`src/rtl/game_sequencer.sv`:
```
// Game-flow controller: power/title/play/pause/over/done FSM, score timebase,
// level/speed/music selection and the 3-digit display code. All outputs registered.
module game_sequencer #(
   parameter int TICK_DIV     = 100000,
   parameter int SCORE_MAX    = 600,
   parameter int LEVEL_LEN    = 150,
   parameter int BLINK_FRAMES = 30
) (
   input  logic        clock,
   input  logic        reset,
   input  logic        on_btn,
   input  logic        start_btn,
   input  logic        restart,
   input  logic        collision,
   input  logic        frame_start,
   output logic [2:0]  state,
   output logic        powered,
   output logic        running,
   output logic        gameover,
   output logic        complete,
   output logic [9:0]  score,
   output logic [1:0]  level,
   output logic [2:0]  speed,
   output logic [2:0]  mus_sel,
   output logic [11:0] disp_code,
   output logic        display_en
);
   localparam int PW = (TICK_DIV > 1) ? $clog2(TICK_DIV) : 1;
   localparam int BW = $clog2(BLINK_FRAMES + 1);
   localparam logic [PW-1:0] PRESC_TC  = PW'(TICK_DIV - 1);
   localparam logic [BW-1:0] BLINK_TC  = BW'(BLINK_FRAMES - 1);
   localparam logic [9:0]    SCORE_TOP = 10'(SCORE_MAX);

   typedef enum logic [2:0] {
      S_OFF = 3'd0, S_TITLE = 3'd1, S_PLAY = 3'd2,
      S_PAUSE = 3'd3, S_OVER = 3'd4, S_DONE = 3'd5
   } state_t;

   state_t        state_reg, state_next;
   logic [1:0]    sync1_reg, sync2_reg, prev_reg;
   logic [PW-1:0] presc_reg, presc_next;
   logic [9:0]    score_reg, score_next;
   logic [11:0]   bcd_reg, bcd_next, bcd_inc;
   logic [BW-1:0] blink_cnt_reg, blink_cnt_next;
   logic          blink_reg, blink_next;
   logic [1:0]    level_reg, level_next;
   logic [2:0]    speed_reg, speed_next, mus_reg, mus_next;
   logic [11:0]   disp_reg, disp_next;
   logic [2:0]    carry_chain;
   logic          power_edge, start_edge, clear, counting, tick;

   // bit 0 = power button, bit 1 = start button
   assign power_edge = prev_reg[0] & ~sync2_reg[0];
   assign start_edge = prev_reg[1] & ~sync2_reg[1];

   // Decimal increment of the BCD score with carry ripple across the digits
   assign carry_chain[0] = 1'b1;
   generate
      for (genvar gi = 0; gi < 3; gi++) begin : g_bcd
         logic [3:0] digit;
         assign digit = bcd_reg[gi*4 +: 4];
         assign bcd_inc[gi*4 +: 4] = carry_chain[gi] ? ((digit == 4'd9) ? 4'd0 : digit + 4'd1)
                                                     : digit;
         if (gi < 2) begin : g_carry
            assign carry_chain[gi+1] = carry_chain[gi] & (digit == 4'd9);
         end
      end
   endgenerate

   always_comb begin
      state_next = state_reg;
      if (power_edge) begin
         state_next = (state_reg == S_OFF) ? S_TITLE : S_OFF;
      end else begin
         case (state_reg)
            S_TITLE: if (start_edge) state_next = S_PLAY;
            S_PLAY: begin
               if (restart)                       state_next = S_TITLE;
               else if (collision)                state_next = S_OVER;
               else if (score_reg == SCORE_TOP)   state_next = S_DONE;
               else if (start_edge)               state_next = S_PAUSE;
            end
            S_PAUSE: begin
               if (restart)         state_next = S_TITLE;
               else if (start_edge) state_next = S_PLAY;
            end
            S_OVER, S_DONE: if (restart) state_next = S_TITLE;
            default: state_next = S_OFF;
         endcase
      end

      // Leaving PLAY on this edge freezes the prescaler, so a resume keeps the phase.
      clear    = (state_next == S_OFF) || (state_next == S_TITLE) || (state_reg == S_TITLE);
      counting = (state_reg == S_PLAY) && (state_next == S_PLAY);
      tick     = counting && (presc_reg == PRESC_TC);

      presc_next = presc_reg;
      score_next = score_reg;
      bcd_next   = bcd_reg;
      if (clear) begin
         presc_next = '0;
         score_next = '0;
         bcd_next   = '0;
      end else if (counting) begin
         presc_next = tick ? '0 : presc_reg + 1'b1;
         if (tick && (score_reg < SCORE_TOP)) begin
            score_next = score_reg + 10'd1;
            bcd_next   = bcd_inc;
         end
      end

      blink_cnt_next = '0;
      blink_next     = 1'b0;
      if ((state_reg == S_OVER) && (state_next == S_OVER)) begin
         blink_cnt_next = blink_cnt_reg;
         blink_next     = blink_reg;
         if (frame_start) begin
            if (blink_cnt_reg == BLINK_TC) begin
               blink_cnt_next = '0;
               blink_next     = ~blink_reg;
            end else begin
               blink_cnt_next = blink_cnt_reg + 1'b1;
            end
         end
      end

      if (score_next >= 10'(3 * LEVEL_LEN))      level_next = 2'd3;
      else if (score_next >= 10'(2 * LEVEL_LEN)) level_next = 2'd2;
      else if (score_next >= 10'(LEVEL_LEN))     level_next = 2'd1;
      else                                       level_next = 2'd0;

      speed_next = (state_next == S_PLAY) ? {1'b0, level_next} + 3'd1 : 3'd0;
      mus_next   = (state_next == S_PLAY) ? {1'b0, level_next} : 3'd4;

      case (state_next)
         S_TITLE, S_PLAY, S_PAUSE: disp_next = bcd_next;
         S_OVER:                   disp_next = blink_next ? bcd_next : 12'hDEF;
         S_DONE:                   disp_next = 12'hABC;
         default:                  disp_next = 12'h000;
      endcase
   end

   always_ff @(posedge clock) begin
      if (!reset) begin
         sync1_reg     <= 2'b11;
         sync2_reg     <= 2'b11;
         prev_reg      <= 2'b11;
         state_reg     <= S_OFF;
         presc_reg     <= '0;
         score_reg     <= '0;
         bcd_reg       <= '0;
         blink_cnt_reg <= '0;
         blink_reg     <= 1'b0;
         level_reg     <= 2'd0;
         speed_reg     <= 3'd0;
         mus_reg       <= 3'd4;
         disp_reg      <= 12'h000;
         powered       <= 1'b0;
         running       <= 1'b0;
         gameover      <= 1'b0;
         complete      <= 1'b0;
         display_en    <= 1'b0;
      end else begin
         sync1_reg     <= {start_btn, on_btn};
         sync2_reg     <= sync1_reg;
         prev_reg      <= sync2_reg;
         state_reg     <= state_next;
         presc_reg     <= presc_next;
         score_reg     <= score_next;
         bcd_reg       <= bcd_next;
         blink_cnt_reg <= blink_cnt_next;
         blink_reg     <= blink_next;
         level_reg     <= level_next;
         speed_reg     <= speed_next;
         mus_reg       <= mus_next;
         disp_reg      <= disp_next;
         powered       <= (state_next != S_OFF);
         running       <= (state_next == S_PLAY);
         gameover      <= (state_next == S_OVER);
         complete      <= (state_next == S_DONE);
         display_en    <= (state_next != S_OFF);
      end
   end

   assign state     = state_reg;
   assign score     = score_reg;
   assign level     = level_reg;
   assign speed     = speed_reg;
   assign mus_sel   = mus_reg;
   assign disp_code = disp_reg;
endmodule

```
`config.mk`:
```
export PLATFORM = sky130hd
export DESIGN_NAME = game_sequencer
export DESIGN_NICKNAME = d
export VERILOG_FILES = /design/src/rtl/game_sequencer.sv
export SDC_FILE = /design/constraint.sdc
export NUM_CORES = 1
export LEC_CHECK = 0
export CAP_MARGIN = 25
export CORE_UTILIZATION = 45
export CTS_BUF_LIST = sky130_fd_sc_hd__clkbuf_4
export DETAILED_ROUTE_END_ITERATION = 8
export DONT_BUFFER_PORTS = 1
export PLACE_DENSITY = 0.59
export SYNTH_ARGS = -nofsm -noshare
export SYNTH_HDL_FRONTEND = slang
export SYNTH_SLANG_ARGS = --single-unit
```
`constraint.sdc`:
```
create_clock -name clock -period 5.4 [get_ports clock]
set_input_delay 0.81 -clock clock [delete_from_list [all_inputs] [get_ports clock]]
set_output_delay 0.81 -clock clock [all_outputs]
set_load 0.05 [all_outputs]
```
* Word-level counts from Yosys, hierarchy flattened
Cells that the tools add are included.
** Word-level totals
- Register bits :: 78
- Bits of input ports :: 7
- Output and inout bits :: 38
** Operators by class
- $add $sub $neg :: 7
- $lt $le $gt $ge :: 4
- Equality and inequality tests :: 16
- Multiplexer cells :: 32
- Bitwise logic cells :: 7
- Reduce and logical (&&, ||, !) cells :: 14
** Operator list (count)
- 12-bit two-way mux :: 4
- 12-bit case mux with 3 select lines :: 1
- 10-bit two-way mux :: 3
- 3-bit two-way mux :: 9
- 10-bit by 9-bit >= comparator with 1-bit output (second input constant) :: 2
- 4-bit two-way mux :: 5
- 17-bit by 1-bit adder with 17-bit output (second input constant) :: 1
- 17-bit == test (second input constant) :: 1
- 17-bit two-way mux :: 1
- 4-bit by 1-bit adder with 4-bit output (second input constant) :: 3
- 3-bit by 2-bit == test with 1-bit output (second input constant) :: 4
- 3-bit == test (second input constant) :: 4
- 4-bit == test (second input constant) :: 3
- 3-bit case mux with 4 select lines :: 1
- 10-bit by 1-bit adder with 10-bit output (second input constant) :: 1
- 10-bit == test (second input constant) :: 1
- 10-bit by 8-bit >= comparator with 1-bit output (second input constant) :: 1
- 10-bit less-than comparator (second input constant) :: 1
- 3-bit by 1-bit == test with 1-bit output (second input constant) :: 2
- 3-bit logical NOT :: 2
- 5-bit by 1-bit adder with 5-bit output (second input constant) :: 1
- 5-bit == test (second input constant) :: 1
- 1-bit two-way mux :: 5
- 5-bit two-way mux :: 1
- 10 further kinds :: 22

* Depth between registers and ports, before layout
Gate-level depths: netlist of the first run.
- Depth after elaboration :: 20
- Mapped depth :: 12

* Least setup slack after synthesis of the first run
No wires, ideal clock.
- Kind :: reg-to-reg
- Start :: register score_reg[0] (netlist: score[0])
- End :: register speed_reg[0] (netlist: speed[0])
- Setup time :: 0.116 ns
- Arrival time :: 3.106 ns
- Required time :: 5.284 ns
- Slack :: 2.178 ns
- Stages on the path, launching flop included :: 13
- Buffers on the path :: 1
- Period minus slack after synthesis :: 3.222 ns
- Cells stage by stage :: dfxtp_1 inv_1 ha_1 or3b_1 or4_4 a211o_1 and4_1 buf_6 a31oi_2 o21ai_1 o2bb2ai_1 o21bai_4 and3_1
** On the way
- Word-level cells in the longest chain between the ends :: 18
** RTL lines
- start: declaration :: line 42 : logic [9:0] score_reg, score_next;
- start signal: assignment :: line 169 : score_reg <= score_next;
- 10-bit == test :: line 80 : else if (score_reg == SCORE_TOP) state_next = S_DONE;
- 3-bit two-way mux :: line 80
- 3-bit two-way mux :: line 79 : else if (collision) state_next = S_OVER;
- 3-bit two-way mux :: line 78 : if (restart) state_next = S_TITLE;
- 3-bit case mux with 4 select lines :: line 75 : case (state_reg)
- 3-bit two-way mux :: line 72 : if (power_edge) begin
- 3-bit by 2-bit == test with 1-bit output :: line 94, 132
- 1-bit logical AND :: line 94 : counting = (state_reg == S_PLAY) && (state_next == S_PLAY);
- [2 not listed]
- 10-bit two-way mux :: line 106 : if (tick && (score_reg < SCORE_TOP)) begin
- 10-bit two-way mux :: line 104 : end else if (counting) begin
- 10-bit two-way mux :: line 100 : if (clear) begin
- 10-bit by 8-bit >= comparator with 1-bit output :: line 129 : else if (score_next >= 10'(LEVEL_LEN)) level_next = 2'd1;
- 1-bit two-way mux :: line 129
- 2-bit two-way mux :: line 128 : else if (score_next >= 10'(2 * LEVEL_LEN)) level_next = 2'd2;
- 2-bit two-way mux :: line 127 : if (score_next >= 10'(3 * LEVEL_LEN)) level_next = 2'd3;
- 2-bit by 1-bit adder with 3-bit output :: line 132 : speed_next = (state_next == S_PLAY) ? {1'b0, level_next} + 3'd1 : 3'd0;
- end signal: assignment :: line 174 : speed_reg <= speed_next;
- end: declaration :: line 47 : logic [2:0] speed_reg, speed_next, mus_reg, mus_next;
Parallel ways exist; a longest one is shown, timed or not.
A chain may end at the register's enable or synchronous reset.

* Final worst setup path of the first run
- Start :: register state_reg[1] (netlist: state[1])
- End :: register speed_reg[0] (netlist: speed[0])
** On the way
- Word-level cells in the longest chain between the ends :: 18
** RTL lines
- start: declaration :: line 39 : state_t state_reg, state_next;
- start signal: assignment :: line 167 : state_reg <= state_next;
- 3-bit two-way mux :: line 81 : else if (start_edge) state_next = S_PAUSE;
- 3-bit two-way mux :: line 80
- 3-bit two-way mux :: line 79
- 3-bit two-way mux :: line 78
- 3-bit case mux with 4 select lines :: line 75
- 3-bit two-way mux :: line 72
- 3-bit by 2-bit == test with 1-bit output :: line 94, 132
- 1-bit logical AND :: line 94
- [2 not listed]
- 10-bit two-way mux :: line 106
- 10-bit two-way mux :: line 104
- 10-bit two-way mux :: line 100
- 10-bit by 8-bit >= comparator with 1-bit output :: line 129
- 1-bit two-way mux :: line 129
- 2-bit two-way mux :: line 128
- 2-bit two-way mux :: line 127
- 2-bit by 1-bit adder with 3-bit output :: line 132
Parallel ways exist; a longest one is shown, timed or not.

==> results of run 1 <==
==> Yosys cell counts (3+ instances only) <==
| cell | n | area (µm²) |
|---|---|---|
| nand4_1 | 7 | 43.79 |
| a31oi_1 | 3 | 18.77 |
| inv_1 | 12 | 45.04 |
| xnor2_1 | 10 | 87.58 |
| nand3b_1 | 3 | 22.52 |
| nor2b_1 | 8 | 50.05 |
| and3_1 | 11 | 68.82 |
| buf_2 | 3 | 15.01 |
| ha_1 | 9 | 112.6 |
| o21ai_0 | 16 | 80.08 |
| xor2_1 | 22 | 192.7 |
| nand3_1 | 13 | 65.06 |
| a21oi_1 | 18 | 90.09 |
| and2_1 | 8 | 50.05 |
| nor4_1 | 5 | 31.28 |
| o21a_1 | 6 | 45.04 |
| nor2_1 | 70 | 262.8 |
| clkbuf_1 | 9 | 33.78 |
| nand2_1 | 48 | 180.2 |
| nand2b_1 | 14 | 87.58 |
| or3_1 | 3 | 18.77 |
| nor3_1 | 12 | 60.06 |
| nor4bb_1 | 3 | 30.03 |
| mux2i_1 | 6 | 60.06 |
| a21o_1 | 4 | 30.03 |
| dfxtp_1 | 78 | 1562 |
==> path summary, 6_finish.rpt <==
| kind | from | cells after the start | endpoint | slack (ns) |
|---|---|---|---|---|
| setup / recovery | state[1] | 9 | speed[0] | 1.48 |
| hold / removal | sync1_reg[0] | 1 | sync2_reg[0] | 0.42 |
| setup reg to reg | state[1] | 9 | speed[0] | 1.48 |
| hold reg to reg | sync1_reg[0] | 1 | sync2_reg[0] | 0.42 |
==> layout by cell type, fill, tap and decap left out, types with 7 or more instances in the layout <==
cell and instances:
nand2b_1 14, clkbuf_4 10, nor2_1 70, nand4_1 7, ha_1 9, a21oi_1 18, xor2_1 22, nor3_1 12
and3_1 11, xnor2_1 10, dfxtp_1 78, o21ai_0 16, nand3_1 13, and2_1 8, nor2b_1 8, nand2_1 48
inv_1 12
==> cell type report <==
class | count | area [µm²]
clock buffer | 10 | 75.07
clock inverter | 6 | 76.32
fill | 817 | 4193
inverter | 13 | 48.80
multi-input combinational | 343 | 2123
sequential | 78 | 1562
tap | 105 | 131.4
timing repair buffer | 1 | 7.507
==> where the power goes <==
part | internal (mW) | switching (mW)
Clock | 0.188 | 0.200
Sequential | 0.580 | 0.0128
Combinational | 0.00711 | 0.0128
Total | 0.775 | 0.226
==> cell families (layout without fill, tap and decap cells) <==
| family | Yosys count | count (layout) | share of synthesized area |
|---|---|---|---|
| flops | 78 | 78 | 0.4092 |
| fa+ha+maj | 9 | 9 | 0.02951 |
| mux | 6 | 6 | 0.01574 |
| xor+xnor | 32 | 32 | 0.07344 |
| buf+inv | 29 | 30 | 0.03442 |
| simple gates | 220 | 220 | 0.2938 |
| compound gates | 76 | 76 | 0.1439 |
==> stage by stage <==
| stage | instance area [µm²] | util |
|---|---|---|
| global route | 4024 | 0.4897 |
| global placement | 3872 | 0.4713 |
| detailed placement | 3872 | 0.4713 |
| floorplan | 3816 | - |
| CTS | 4024 | 0.4897 |
| finish | 4024 | 0.4897 |
==> worst register-to-register path, delay by kind of cell (launching register included) <==
family / cells / cell delay (ns)
AND/OR/NAND/NOR: 5 / 1.81
AO/OA/AOI/OAI: 4 / 1.13
flip-flops: 1 / 0.90
==> routing by layer <==
layer | part of all wire | vias to the layer above | global-route usage | wire, µm
li1 | - | 1554 | - | -
met3 | 0.045 | 15 | 0.05825 | 375
met2 | 0.43 | 60 | 0.3023 | 3570
met4 | 0.018 | 0 | 0.08333 | 150
met1 | 0.51 | 1449 | 0.2770 | 4250
met5 | 0 | - | 0 | 0
==> impl_metrics.tcl, run 1 <==
set metrics [dict create \
    htree_levels 3 \
    final_cells 556 \
    diodes 0 \
    grtUsageTotal 0.2045 \
    period_share 0.7263 \
    drv_slew 0 \
    arrival_ns 4.27 \
    power.density_mw_per_mm2 248.6 \
    cp_top_family "simple AND/OR/NAND/NOR gates" \
    wire_per_inst_um 15.01 \
    syn_avg_cell_area_um2 8.480 \
    ys.flop_type "dfxtp_1" \
    ys_types 65 \
    fmax_ghz 0.2550 \
    fin_ws_ns 1.478 \
    critPathMaxFanout 12 \
    cts_sinks 78 \
    place_hpwl_um 5958 \
    syn-cell-area_mm2 0.003816 \
    worst_pin_slew_ns 0.9492 \
    synth_fp_nets 466 \
    drv_cap 0 \
    synth-edff-count 0 \
    placed_cells 540 \
    synth_seq_cells 78 \
    min_path_type "reg -> reg" \
    cp_slowest_cell "dfxtp_1" \
    p_total_mw 1.000 \
    grt_pass1_vias 2885 \
    path_cells "nor3b_2 -> nand3_1 -> a2111oi_0 -> nand4_1 -> nor4_1 -> o21ai_1 -> o2bb2ai_1 -> o21bai_4 -> and3_1" \
    grt_overflow 0 \
    core_area_mm2 0.008217 \
    drtIter0Drc 175 \
    root_buffer "clkbuf_4" \
    cts_tree "built" \
    final_nets 462 \
    ctsResizeCount 0 \
    ioPinCount 45 \
    layout-drive-gt1-share 0.05765 \
    place_congestion 0.8727 \
    yosysWarnings 0 \
    path_buf_inv 0 \
    dieArea_mm2 0.008853 \
    firstDrtPassIters 4 \
    clk_pin_slew_ns 0.13 \
    fin_crit_ns 3.922 \
    die_width_um 94.09 \
    skew_ns 0.01664 \
    worst_hold_slack_ns 0.4203 \
    area.growth.synth_to_final_pct 5.443 \
    vias 3078 \
    grt_setup_unrepaired "no" \
    largest_reg_flops 17 \
    start_util 0.4644 \
    hold_buffers 0 \
    antenna_found_initial 0 \
    post-cts-setup-buffers 0 \
    place_ws_ns 1.597 \
    cts_inserted_buffers 9 \
    via_per_inst 5.536 \
    portBuffers 0 \
    maxSlewHeadroom 0.3663 \
    drtAntennaViolNets 0 \
    finalSetupViolCount 0 \
    grt_pass1_wl_um 13970 \
    ys_seq_area_frac 0.4092 \
    core.rowCount 33 \
    setup.worst_path.start_class "register" \
    outcome "finished, final reports clean" \
    async_flop_share 0 \
    cellLeakagePower_nw 1.398 \
    fin_setup_tns_ns 0 \
    drt_wl_total_um 8345 \
    vdd.ir_drop.worst_v 0.0001071 \
    cp.required_ns 5.74 \
    drc 0 \
    critPathMaxStageDelay_ns 0.90 \
    cts_max_path_buffers 2 \
    clk_latency_ns 0.43 \
    synthCells 450 \
    endpoint_kind "register" \
    grt_max_degree 18 \
    die-height_um 94.09 \
    crit_type "reg -> reg" \
    final_hold_viol_count 0 \
]
Power figures use the tool's default switching activity.
==> inputs of run 2 (changes only) <==
==> constraint.sdc (replaced) <==
create_clock -name clock -period 3.8 [get_ports clock]
set_input_delay 0.57 -clock clock [delete_from_list [all_inputs] [get_ports clock]]
set_output_delay 0.57 -clock clock [all_outputs]
set_load 0.05 [all_outputs]
==> run 2 against run 1 <==
Sequential share of layout area fell by 1.1 points. Worst hold slack worse by 0.20 ns. Cell area increased by 2.9%. Global-route usage up 0.75 points. Final cell count is 2.7% higher. Largest power group unchanged.
==> impl_metrics.tcl, run 2 (same netlist as run 1, synthesis figures left out) <==
set metrics [dict create \
    diodes 0 \
    fmax_ghz 0.2874 \
    fin_crit_ns 3.480 \
    crit_type "reg -> reg" \
    cts_max_path_buffers 2 \
    period_share 0.9157 \
    ctsResizeCount 0 \
    fin_setup_tns_ns 0 \
    place_hpwl_um 6277 \
    arrival_ns 3.82 \
    drtIter0Drc 160 \
    finalSetupViolCount 0 \
    grt_max_degree 18 \
    cts_inserted_buffers 9 \
    power.density_mw_per_mm2 344.4 \
    grt_overflow 0 \
    core.rowCount 33 \
    portBuffers 0 \
    maxSlewHeadroom 0.3789 \
    die-height_um 94.09 \
    root_buffer "clkbuf_4" \
    critPathMaxFanout 7 \
    area.growth.synth_to_final_pct 8.525 \
    clk_pin_slew_ns 0.13 \
    cts_tree "built" \
    skew_ns 0.01738 \
    outcome "finished, final reports clean" \
    endpoint_kind "register" \
    cellLeakagePower_nw 1.477 \
    wire_per_inst_um 15.20 \
    worst_pin_slew_ns 0.9304 \
    cp.required_ns 4.14 \
    final_hold_viol_count 0 \
    via_per_inst 5.469 \
    clk_latency_ns 0.43 \
    setup.worst_path.start_class "register" \
    layout_commonest_cell "dfxtp_1" \
    post-cts-setup-buffers 0 \
    min_path_type "in -> reg" \
    worst_hold_slack_ns 0.2218 \
    htree_levels 3 \
    grt_setup_unrepaired "no" \
    fillCellCount 810 \
    mostFrequentLayoutCells "dfxtp_1 (78), nor2_1 (70), nand2_1 (48), xor2_1 (22), a21oi_1 (18)" \
    grt_pass1_wl_um 14300 \
    vias 3123 \
    start_util 0.4644 \
    drc 0 \
    grtUsageTotal 0.2120 \
    layout-drive-gt1-share 0.09013 \
    ioPinCount 45 \
    drt_wl_total_um 8677 \
    die_width_um 94.09 \
    grt_pass1_vias 2889 \
    antenna_found_initial 0 \
    drtAntennaViolNets 0 \
    firstDrtPassIters 4 \
    dieArea_mm2 0.008853 \
    vdd.ir_drop.worst_v 0.0002481 \
    drv_slew 0 \
    place_congestion 0.8126 \
    final_nets 477 \
    cts_sinks 78 \
    drv_cap 0 \
    core_area_mm2 0.008217 \
    largest_reg_flops 17 \
    hold_buffers 0 \
]
-- run 2: cell types whose count changed in the layout (fill, tap and decap cells not counted), sizes merged --
cell and change:
clkinvlp +1, buf +15, clkbuf -1
-- run 2: final timing paths --
| check | start | endpoint | slack, ns | cells past startpoint |
|---|---|---|---|---|
| setup reg to reg | presc_reg[0] | speed[0] | 0.32 | 10 |
| hold reg to reg | sync1_reg[0] | sync2_reg[0] | 0.42 | 1 |
| hold / removal | frame_start | blink_cnt_reg[1] | 0.22 | 1 |
| setup / recovery | presc_reg[0] | speed[0] | 0.32 | 10 |
-- run 2: cell type report --
class,count,area [µm²],share of cell area
clock inverters,7,88.84,0.02145
flip-flops and latches,78,1562,0.3770
repair buffers,16,120.1,0.02900
inverters,13,48.80,0.01178
clock buffers,9,67.56,0.01631
well taps,105,131.4,0.03172
multi-input cells,343,2123,0.5127
-- run 2: per-stage QoR --
stage	setup WS (ns)	instances	utilization	instance area (µm²)	power, mW
global route	0.02594	571	0.5040	4141	1.485
CTS	0.3924	571	0.5040	4141	1.443
finish	0.3204	571	0.5040	4141	1.426
detailed placement	0.4442	555	0.4850	3985	0.8901
global placement	0.5541	555	0.4850	3985	0.8897
floorplan	0.5784	450	-	3816	0.8836
-- run 2: where the power goes --
group	leakage (nW)	switching, mW	internal (mW)
clock network	0.0810	0.292	0.262
registers	0.630	0.0161	0.824
logic	0.766	0.0211	0.0108
total	1.48	0.330	1.10
-- run 2: routing by layer --
| layer | global-route usage | routed length, µm | vias up |
|---|---|---|---|
| li1 | - | - | 1573 |
| met1 | 0.2871 | 4160 | 1464 |
| met2 | 0.3206 | 3936 | 72 |
| met3 | 0.04693 | 427 | 14 |
| met4 | 0.09359 | 153 | 0 |
| met5 | 0 | 0 | - |
-- run 2: worst max-delay path, stage by stage (launching register included) --
cell,delay (ns)
dfxtp_1,0.41
ha_1,0.23
nor4bb_1,0.28
nand4_1,0.18
a2111oi_0,0.57
nand4_1,0.44
nor4_1,0.48
o21ai_1,0.21
o2bb2ai_1,0.34
o21bai_4,0.09
and3_1,0.18
